[config.mk]
export PLATFORM = sky130hd
export DESIGN_NAME = mac_seq_flat
export DESIGN_NICKNAME = d
export VERILOG_FILES = /design/src/rtl/mac_seq_pkg.sv /design/src/rtl/mac_seq_if.sv /design/src/rtl/mac_seq_mac.sv /design/src/rtl/mac_seq.sv /design/src/flat_wrapper.sv
export SDC_FILE = /design/constraint.sdc
export NUM_CORES = 2
export LEC_CHECK = 0
export ABC_AREA = 0
export BUFFER_PORTS_ARGS = -buffer_cell sky130_fd_sc_hd__buf_2
export CORE_MARGIN = 2
export CORE_UTILIZATION = 58
export CTS_BUF_LIST = sky130_fd_sc_hd__clkbuf_8 sky130_fd_sc_hd__clkbuf_16
export CTS_CLUSTER_SIZE = 12
export DETAILED_ROUTE_END_ITERATION = 16
export PLACE_DENSITY = 0.79
export SYNTH_ARGS = -nofsm -noshare
export SYNTH_HDL_FRONTEND = slang
export SYNTH_SLANG_ARGS = --single-unit
[constraint.sdc]
create_clock -name clk -period 6.45 [get_ports clk]
set_input_delay 0.645 -clock clk [delete_from_list [all_inputs] [get_ports clk]]
set_output_delay 0.645 -clock clk [all_outputs]
set_load 0.005 [all_outputs]
[src/rtl/mac_seq_pkg.sv]
// Shared types and constants for the mac_seq dot-product sequencer.
// States, pipeline depths and the per-element tag that rides alongside the MAC.
// Optional feature macro used by this slice: MAC_SEQ_BIAS_EN.
package mac_seq_pkg;

  localparam int RD_LAT    = 1;        // rd_en to a_rdata/b_rdata
  localparam int MAC_LAT   = 4;        // ain to pout
  localparam int TAG_DEPTH = MAC_LAT;  // tag reaches the last stage when cin is chosen

  typedef enum logic [1:0] {
    IDLE,
    ISSUE,
    DRAIN,
    DONE
  } state_t;

  typedef struct packed {
    logic valid;
    logic first;
  } tag_t;

endpackage

[src/rtl/mac_seq_if.sv]
// Control/status and operand-memory bundle for mac_seq.
// master = register block + memories, slave = sequencer.
// bias only exists when MAC_SEQ_BIAS_EN is defined.
interface mac_seq_if #(
  parameter int AW  = 27,
  parameter int BW  = 18,
  parameter int PW  = 48,
  parameter int ADW = 10,
  parameter int LW  = 11
);
  logic                  start;
  logic [LW-1:0]         len;
  logic [ADW-1:0]        a_base;
  logic [ADW-1:0]        b_base;
  logic                  busy;
  logic                  done;
  logic signed [PW-1:0]  result;
  logic                  rd_en;
  logic [ADW-1:0]        a_addr;
  logic [ADW-1:0]        b_addr;
  logic signed [AW-1:0]  a_rdata;
  logic signed [BW-1:0]  b_rdata;
`ifdef MAC_SEQ_BIAS_EN
  logic signed [PW-1:0]  bias;
`endif

  modport master (
    output start, len, a_base, b_base, a_rdata, b_rdata,
`ifdef MAC_SEQ_BIAS_EN
    output bias,
`endif
    input  busy, done, result, rd_en, a_addr, b_addr
  );

  modport slave (
    input  start, len, a_base, b_base, a_rdata, b_rdata,
`ifdef MAC_SEQ_BIAS_EN
    input  bias,
`endif
    output busy, done, result, rd_en, a_addr, b_addr
  );
endinterface

[src/rtl/mac_seq_mac.sv]
// DSP-style multiply-accumulate: pout = ain_d2 * bin_d1 + cin (registered).
// Latency: ain to pout 4 cycles, bin to pout 3 cycles, cin to pout 1 cycle.
// No backpressure; free-running pipeline with no reset (contents qualified externally).
module mac #(
  parameter int AW = 27,
  parameter int BW = 18,
  parameter int PW = 48
) (
  input  logic                 clk,
  input  logic signed [AW-1:0] ain,
  input  logic signed [BW-1:0] bin,
  input  logic signed [PW-1:0] cin,
  output logic signed [PW-1:0] pout,
  output logic signed [AW-1:0] acout
);
  localparam int MW = AW + BW;

  logic signed [AW-1:0] a1_q, a1_d, a2_q, a2_d;
  logic signed [BW-1:0] b1_q, b1_d;
  logic signed [MW-1:0] m_q, m_d;
  logic signed [PW-1:0] p_q, p_d;

  // Operand skew registers, full-width signed product, post-adder
  always_comb begin
    a1_d = ain;
    a2_d = a1_q;
    b1_d = bin;
    m_d  = MW'(a2_q) * MW'(b1_q);
    p_d  = {{(PW-MW){m_q[MW-1]}}, m_q} + cin;
  end

  // Pipeline registers
  always_ff @(posedge clk) begin
    a1_q <= a1_d;
    a2_q <= a2_d;
    b1_q <= b1_d;
    m_q  <= m_d;
    p_q  <= p_d;
  end

  assign pout  = p_q;
  assign acout = a2_q;
endmodule

[src/rtl/mac_seq.sv]
// Dot-product sequencer: streams N operand pairs from two memories through one mac.
// Latency: start accept to done pulse N+6 cycles (N>=1), 1 cycle for N=0.
// No backpressure; start is only accepted in IDLE. MAC_SEQ_BIAS_EN seeds the sum with bias.
module mac_seq
  import mac_seq_pkg::*;
#(
  parameter int AW  = 27,
  parameter int BW  = 18,
  parameter int PW  = 48,
  parameter int ADW = 10,
  parameter int LW  = 11
) (
  input logic     clk,
  input logic     rst_n,
  mac_seq_if.slave bus
);
  state_t               state_q, state_d;
  logic [LW-1:0]        cnt_q, cnt_d;
  logic [ADW-1:0]       a_addr_q, a_addr_d, b_addr_q, b_addr_d;
  logic                 first_q, first_d;
  logic signed [PW-1:0] result_q, result_d;
  logic signed [BW-1:0] b_skew_q, b_skew_d;
  tag_t                 tag_q [TAG_DEPTH];
  tag_t                 tag_d [TAG_DEPTH];
  logic signed [PW-1:0] pout, cin, init_acc;
  logic signed [AW-1:0] acout_unused;
  logic                 issue, pipe_empty;

`ifdef MAC_SEQ_BIAS_EN
  assign init_acc = bus.bias;
`else
  assign init_acc = '0;
`endif

  // Pipeline is drained once no tag is in flight; pout then holds the final sum
  always_comb begin
    pipe_empty = 1'b1;
    for (int i = 0; i < TAG_DEPTH; i++) begin
      if (tag_q[i].valid) pipe_empty = 1'b0;
    end
  end

  // Sequencer next-state, address/count updates and result capture
  always_comb begin
    state_d  = state_q;
    cnt_d    = cnt_q;
    a_addr_d = a_addr_q;
    b_addr_d = b_addr_q;
    first_d  = first_q;
    result_d = result_q;
    issue    = 1'b0;
    case (state_q)
      IDLE: begin
        if (bus.start) begin
          a_addr_d = bus.a_base;
          b_addr_d = bus.b_base;
          cnt_d    = bus.len;
          first_d  = 1'b1;
          if (bus.len == '0) begin
            result_d = init_acc;
            state_d  = DONE;
          end else begin
            state_d  = ISSUE;
          end
        end
      end
      ISSUE: begin
        issue    = 1'b1;
        a_addr_d = a_addr_q + ADW'(1);
        b_addr_d = b_addr_q + ADW'(1);
        cnt_d    = cnt_q - LW'(1);
        first_d  = 1'b0;
        if (cnt_q == LW'(1)) state_d = DRAIN;
      end
      DRAIN: begin
        if (pipe_empty) begin
          result_d = pout;
          state_d  = DONE;
        end
      end
      DONE:    state_d = IDLE;
      default: state_d = IDLE;
    endcase
  end

  // Tag shift register tracks each issued element; B gets one skew stage
  always_comb begin
    tag_d[0].valid = issue;
    tag_d[0].first = first_q;
    for (int i = 1; i < TAG_DEPTH; i++) tag_d[i] = tag_q[i-1];
    b_skew_d = bus.b_rdata;
  end

  // First product of a job starts from the seed, later ones chain on pout
  always_comb begin
    cin = pout;
    if (tag_q[TAG_DEPTH-1].valid && tag_q[TAG_DEPTH-1].first) cin = init_acc;
  end

  // State and datapath registers
  always_ff @(posedge clk or negedge rst_n) begin
    if (!rst_n) begin
      state_q  <= IDLE;
      cnt_q    <= '0;
      a_addr_q <= '0;
      b_addr_q <= '0;
      first_q  <= 1'b0;
      result_q <= '0;
      b_skew_q <= '0;
      for (int i = 0; i < TAG_DEPTH; i++) tag_q[i] <= '0;
    end else begin
      state_q  <= state_d;
      cnt_q    <= cnt_d;
      a_addr_q <= a_addr_d;
      b_addr_q <= b_addr_d;
      first_q  <= first_d;
      result_q <= result_d;
      b_skew_q <= b_skew_d;
      for (int i = 0; i < TAG_DEPTH; i++) tag_q[i] <= tag_d[i];
    end
  end

  mac #(.AW(AW), .BW(BW), .PW(PW)) u_mac (
    .clk   (clk),
    .ain   (bus.a_rdata),
    .bin   (b_skew_q),
    .cin   (cin),
    .pout  (pout),
    .acout (acout_unused)
  );

  assign bus.busy   = (state_q != IDLE);
  assign bus.done   = (state_q == DONE);
  assign bus.rd_en  = issue;
  assign bus.a_addr = a_addr_q;
  assign bus.b_addr = b_addr_q;
  assign bus.result = result_q;
endmodule

[src/flat_wrapper.sv]
// flat-port wrapper written by rule: the top's interface ports become plain ports
module mac_seq_flat import mac_seq_pkg::*;
#(
  parameter int AW  = 27,
  parameter int BW  = 18,
  parameter int PW  = 48,
  parameter int ADW = 10,
  parameter int LW  = 11
)
  (clk, rst_n, bus_start, bus_len, bus_a_base, bus_b_base, bus_a_rdata, bus_b_rdata, bus_busy, bus_done, bus_result, bus_rd_en, bus_a_addr, bus_b_addr);
  mac_seq_if #(.AW(AW), .BW(BW), .PW(PW), .ADW(ADW), .LW(LW)) bus_i ();
  input logic clk;
  input logic rst_n;
  input wire logic [$bits(bus_i.start)-1:0] bus_start;
  input wire logic [$bits(bus_i.len)-1:0] bus_len;
  input wire logic [$bits(bus_i.a_base)-1:0] bus_a_base;
  input wire logic [$bits(bus_i.b_base)-1:0] bus_b_base;
  input wire logic [$bits(bus_i.a_rdata)-1:0] bus_a_rdata;
  input wire logic [$bits(bus_i.b_rdata)-1:0] bus_b_rdata;
  output wire logic [$bits(bus_i.busy)-1:0] bus_busy;
  output wire logic [$bits(bus_i.done)-1:0] bus_done;
  output wire logic [$bits(bus_i.result)-1:0] bus_result;
  output wire logic [$bits(bus_i.rd_en)-1:0] bus_rd_en;
  output wire logic [$bits(bus_i.a_addr)-1:0] bus_a_addr;
  output wire logic [$bits(bus_i.b_addr)-1:0] bus_b_addr;
  assign bus_i.start = bus_start;
  assign bus_i.len = bus_len;
  assign bus_i.a_base = bus_a_base;
  assign bus_i.b_base = bus_b_base;
  assign bus_i.a_rdata = bus_a_rdata;
  assign bus_i.b_rdata = bus_b_rdata;
  assign bus_busy = bus_i.busy;
  assign bus_done = bus_i.done;
  assign bus_result = bus_i.result;
  assign bus_rd_en = bus_i.rd_en;
  assign bus_a_addr = bus_i.a_addr;
  assign bus_b_addr = bus_i.b_addr;
  mac_seq #(.AW(AW), .BW(BW), .PW(PW), .ADW(ADW), .LW(LW)) u_core (.clk(clk), .rst_n(rst_n), .bus(bus_i));
endmodule
==> out/qor.txt <==
Worst EP arrival: 6.71 ns
R2R Path End: u_core.u_mac.m_q[37]
Rel. slew slack: 0.188
Post-synth ARST share: 0.396
Post-Syn Area: 0.0278 mm²
Post-synth top flop: dfxtp_1
Synth Area per Inst: 9.50 µm²
Class of the tightest hold or removal check: in2async
CTS clk-pin slew, worst paths: 0.06 ns
Status: finished clean
Core Box Area: 0.0474 mm²
Clk sinks: 273
Synthesized net count: 3640
CTS tree: done
Initial Utilization: 0.585
Die height: 223 µm
Slew at the pin closest to its max-slew limit: 1.21 ns
Htree depth: 1
Post-synth EDFFs: 0
DIE AREA: 0.0496 mm²
Distinct cells, synth: 72
DRC: 0
Vias per cell: 5.59
Placed instance area: 0.0297 mm²
Period minus WS final: 6.25 ns
Setup crit end kind: flop
Worst Path Max Fanout: 10
Final setup viols: 0
Clock skew: 0.0258 ns
Vias: 20752
Worst Path Required: 6.91 ns
Layout cells sized above 1: 0.113
Largest net degree at the start of global routing: 67
Initial antenna violation count: 0
Clk root buf: clkbuf_16
Max Slew Vio Count: 0
Synth Register Bits: 273
Average wire per standard cell: 18.0 µm
Vias in the first global route: 21968
Total track usage: 0.278
Final GP Congestion: 0.963
Crit share post-route: 0.969
# port buffers: 149
Worst-Skew Late Latency: 0.60 ns
Site Rows: 80
Warnings from Yosys: 0
Ant. Diodes: 0
Gate Count Post-Synth: 2921
Number of max-cap violations: 0
RR Startpoint: u_core.u_mac.b1_q[6]
Global route total overflow: 0
Worst R2R Setup Slack: 0.20 ns
Final hold vios: 0
Layout area overhead: 11.2%
Startpoint Class: flop
Final Cell Area: 0.0309 mm²
Detailed Place HPWL: 52900 µm
Pre-Repair DR Iteration Count: 6
First-pass GRT wire length: 111000 µm
Maximum clock path buffer count: 3
Nets: 3793
Worst r2r path cells: 22
Drt total wl: 66900 µm
Seq/Total Area, Yosys: 0.216
Die width: 223 µm
Peak Freq: 160 MHz
Detailed Route Iter0 Violations: 1588
Antenna viol nets, final: 0
Ports: 150
Setup CP Type: reg2reg
CTS buffer count: 31
==> cell families (layout without fill, tap and decap cells) <==
kind of cell | Yosys count | in the layout | synth area share
flip-flops | 273 | 273 | 0.216
adder cells (fa/ha/maj) | 640 | 640 | 0.417
XOR/XNOR | 91 | 91 | 0.0287
multiplexers | 7 | 7 | 0.00252
AND/OR/NAND/NOR | 782 | 782 | 0.138
buffers and inverters | 706 | 884 | 0.0956
AO/OA/AOI/OAI | 422 | 422 | 0.102
==> sequential cells by signal (all words and copies together), names as in the netlist <==
| register | cells |
|---|---|
| u_core.b_skew_q | 18 |
| u_core.u_mac.a1_q | 27 |
| u_core.cnt_q | 11 |
| u_core.bus.b_addr | 10 |
| u_core.u_mac.b1_q | 18 |
| u_core.state_q | 2 |
| u_core.u_mac.m_q | 45 |
| u_core.u_mac.acout | 27 |
| u_core.bus.result | 48 |
| u_core.first_q | 1 |
| u_core.tag_d | 6 |
| u_core.bus.a_addr | 10 |
| u_core.u_mac.pout | 48 |
| u_core.tag_q | 2 |
==> per-layer routing <==
| layer | global-route usage | share of wire |
|---|---|---|
| met2 | 0.455 | 0.47 |
| met3 | 0.0581 | 0.085 |
| met5 | 0 | 0 |
| met1 | 0.377 | 0.42 |
| met4 | 0.0810 | 0.029 |
==> critical path, stage by stage, from the launching register on <==
cell and delay (ns):
dfxtp_4 0.41, buf_4 0.20, and2_1 0.18, fa_1 0.54
inv_1 0.05, fa_1 0.47, fa_1 0.53, inv_1 0.07
fa_1 0.50, fa_1 0.50, inv_1 0.06, fa_1 0.47
inv_1 0.04, ha_1 0.37, nand2_1 0.15, a211o_1 0.33
or2_2 0.29, o21ai_2 0.19, o31ai_4 0.12, o21bai_2 0.19
and3_1 0.19, a31oi_1 0.10, xnor2_1 0.15
==> area by class of cell <==
cell class              instances  area (µm²)
flip-flops and latches        273        6030
well taps                     615         769
multi-input cells            1942       19200
repair buffers                256        1730
fillers                      3769       16600
clock inverters                19         136
clock buffers                  39         897
inverters                     570        2140
==> through the flow <==
stage               setup TNS [ns]  utilization  instances  worst slack, ns  hold slack (ns)
finish                           0        0.651       3714            0.202           0.0475
global route              -0.00514        0.651       3714         -0.00514           0.0836
CTS                              0        0.648       3708           0.0179           0.0426
detailed placement          -0.380        0.626       3650           -0.151            0.312
global placement                 0        0.626       3650           0.0381            0.311
floorplan                        0            -       2921            0.158            0.310
==> worst max-delay path by stage <==
stage | cells after the start | from | to
floorplan | 22 | u_core.u_mac.b1_q[2] | u_core.u_mac.m_q[44]
global route | 21 | u_core.u_mac.b1_q[3] | u_core.u_mac.m_q[38]
finish | 22 | u_core.u_mac.b1_q[6] | u_core.u_mac.m_q[37]
detailed placement | 23 | u_core.u_mac.b1_q[3] | u_core.u_mac.m_q[44]
CTS | 22 | u_core.u_mac.b1_q[6] | u_core.u_mac.m_q[43]
global placement | 23 | u_core.u_mac.b1_q[3] | u_core.u_mac.m_q[44]
==> cells in the mapped netlist (all sizes together) (3+ instances only) <==
cell     instances  area [µm²]
inv            569        2140
fa             474        9490
nand2          335        1260
and2           238        1490
ha             166        2080
dfxtp          165        3300
clkbuf         132         495
a21oi          113         566
dfrtp          108        2700
nor2            83         314
o21ai           81         413
xnor2           67         587
a22o            52         455
a21o            46         345
nand3           36         180
xor2            24         210
nand4           18         113
o22ai           17         106
o21bai          14         105
a211oi          13        97.6
and3            13        81.3
nand2b          13        81.3
a31oi           12        75.1
o21a            12        90.1
nor3            10        50.1
nor4             9        56.3
a21boi           7        52.6
mux2i            7        70.1
nor2b            7        43.8
nor3b            7        57.6
a221oi           6        52.6
o211ai           6        45.0
a22oi            5        37.5
o31ai            5        61.3
or4              5        41.3
a221o            4        40.0
buf              4        18.8
a211o            3        26.3
a311oi           3        26.3
o2bb2ai          3        26.3
or3              3        18.8
==> cell usage in the layout, fill, tap and decap left out, drive strengths merged, types with 10 or more instances in the layout <==
| master | n |
|---|---|
| a22o | 52 |
| o21ai | 81 |
| o21bai | 14 |
| buf | 256 |
| a21o | 46 |
| o22ai | 17 |
| nand2b | 13 |
| nand3 | 36 |
| dfrtp | 108 |
| xnor2 | 67 |
| and2 | 238 |
| o21a | 12 |
| clkbuf | 39 |
| and3 | 13 |
| nand4 | 18 |
| a31oi | 12 |
| fa | 474 |
| nand2 | 335 |
| dfxtp | 165 |
| ha | 166 |
| a211oi | 13 |
| xor2 | 24 |
| a21oi | 113 |
| nor2 | 83 |
| inv | 581 |
| nor3 | 10 |
==> repair_timing <==
item,4_1_cts,5_1_grt
cloned,0,0
buffers inserted,0,7
gates resized for setup,3,37
endpoints found under the setup margin,7,13
pin swaps,0,11
hold buffers,0,0
Power is not shown: default switching activity piles up to over one toggle a cycle in this logic, so the estimate is an artifact.
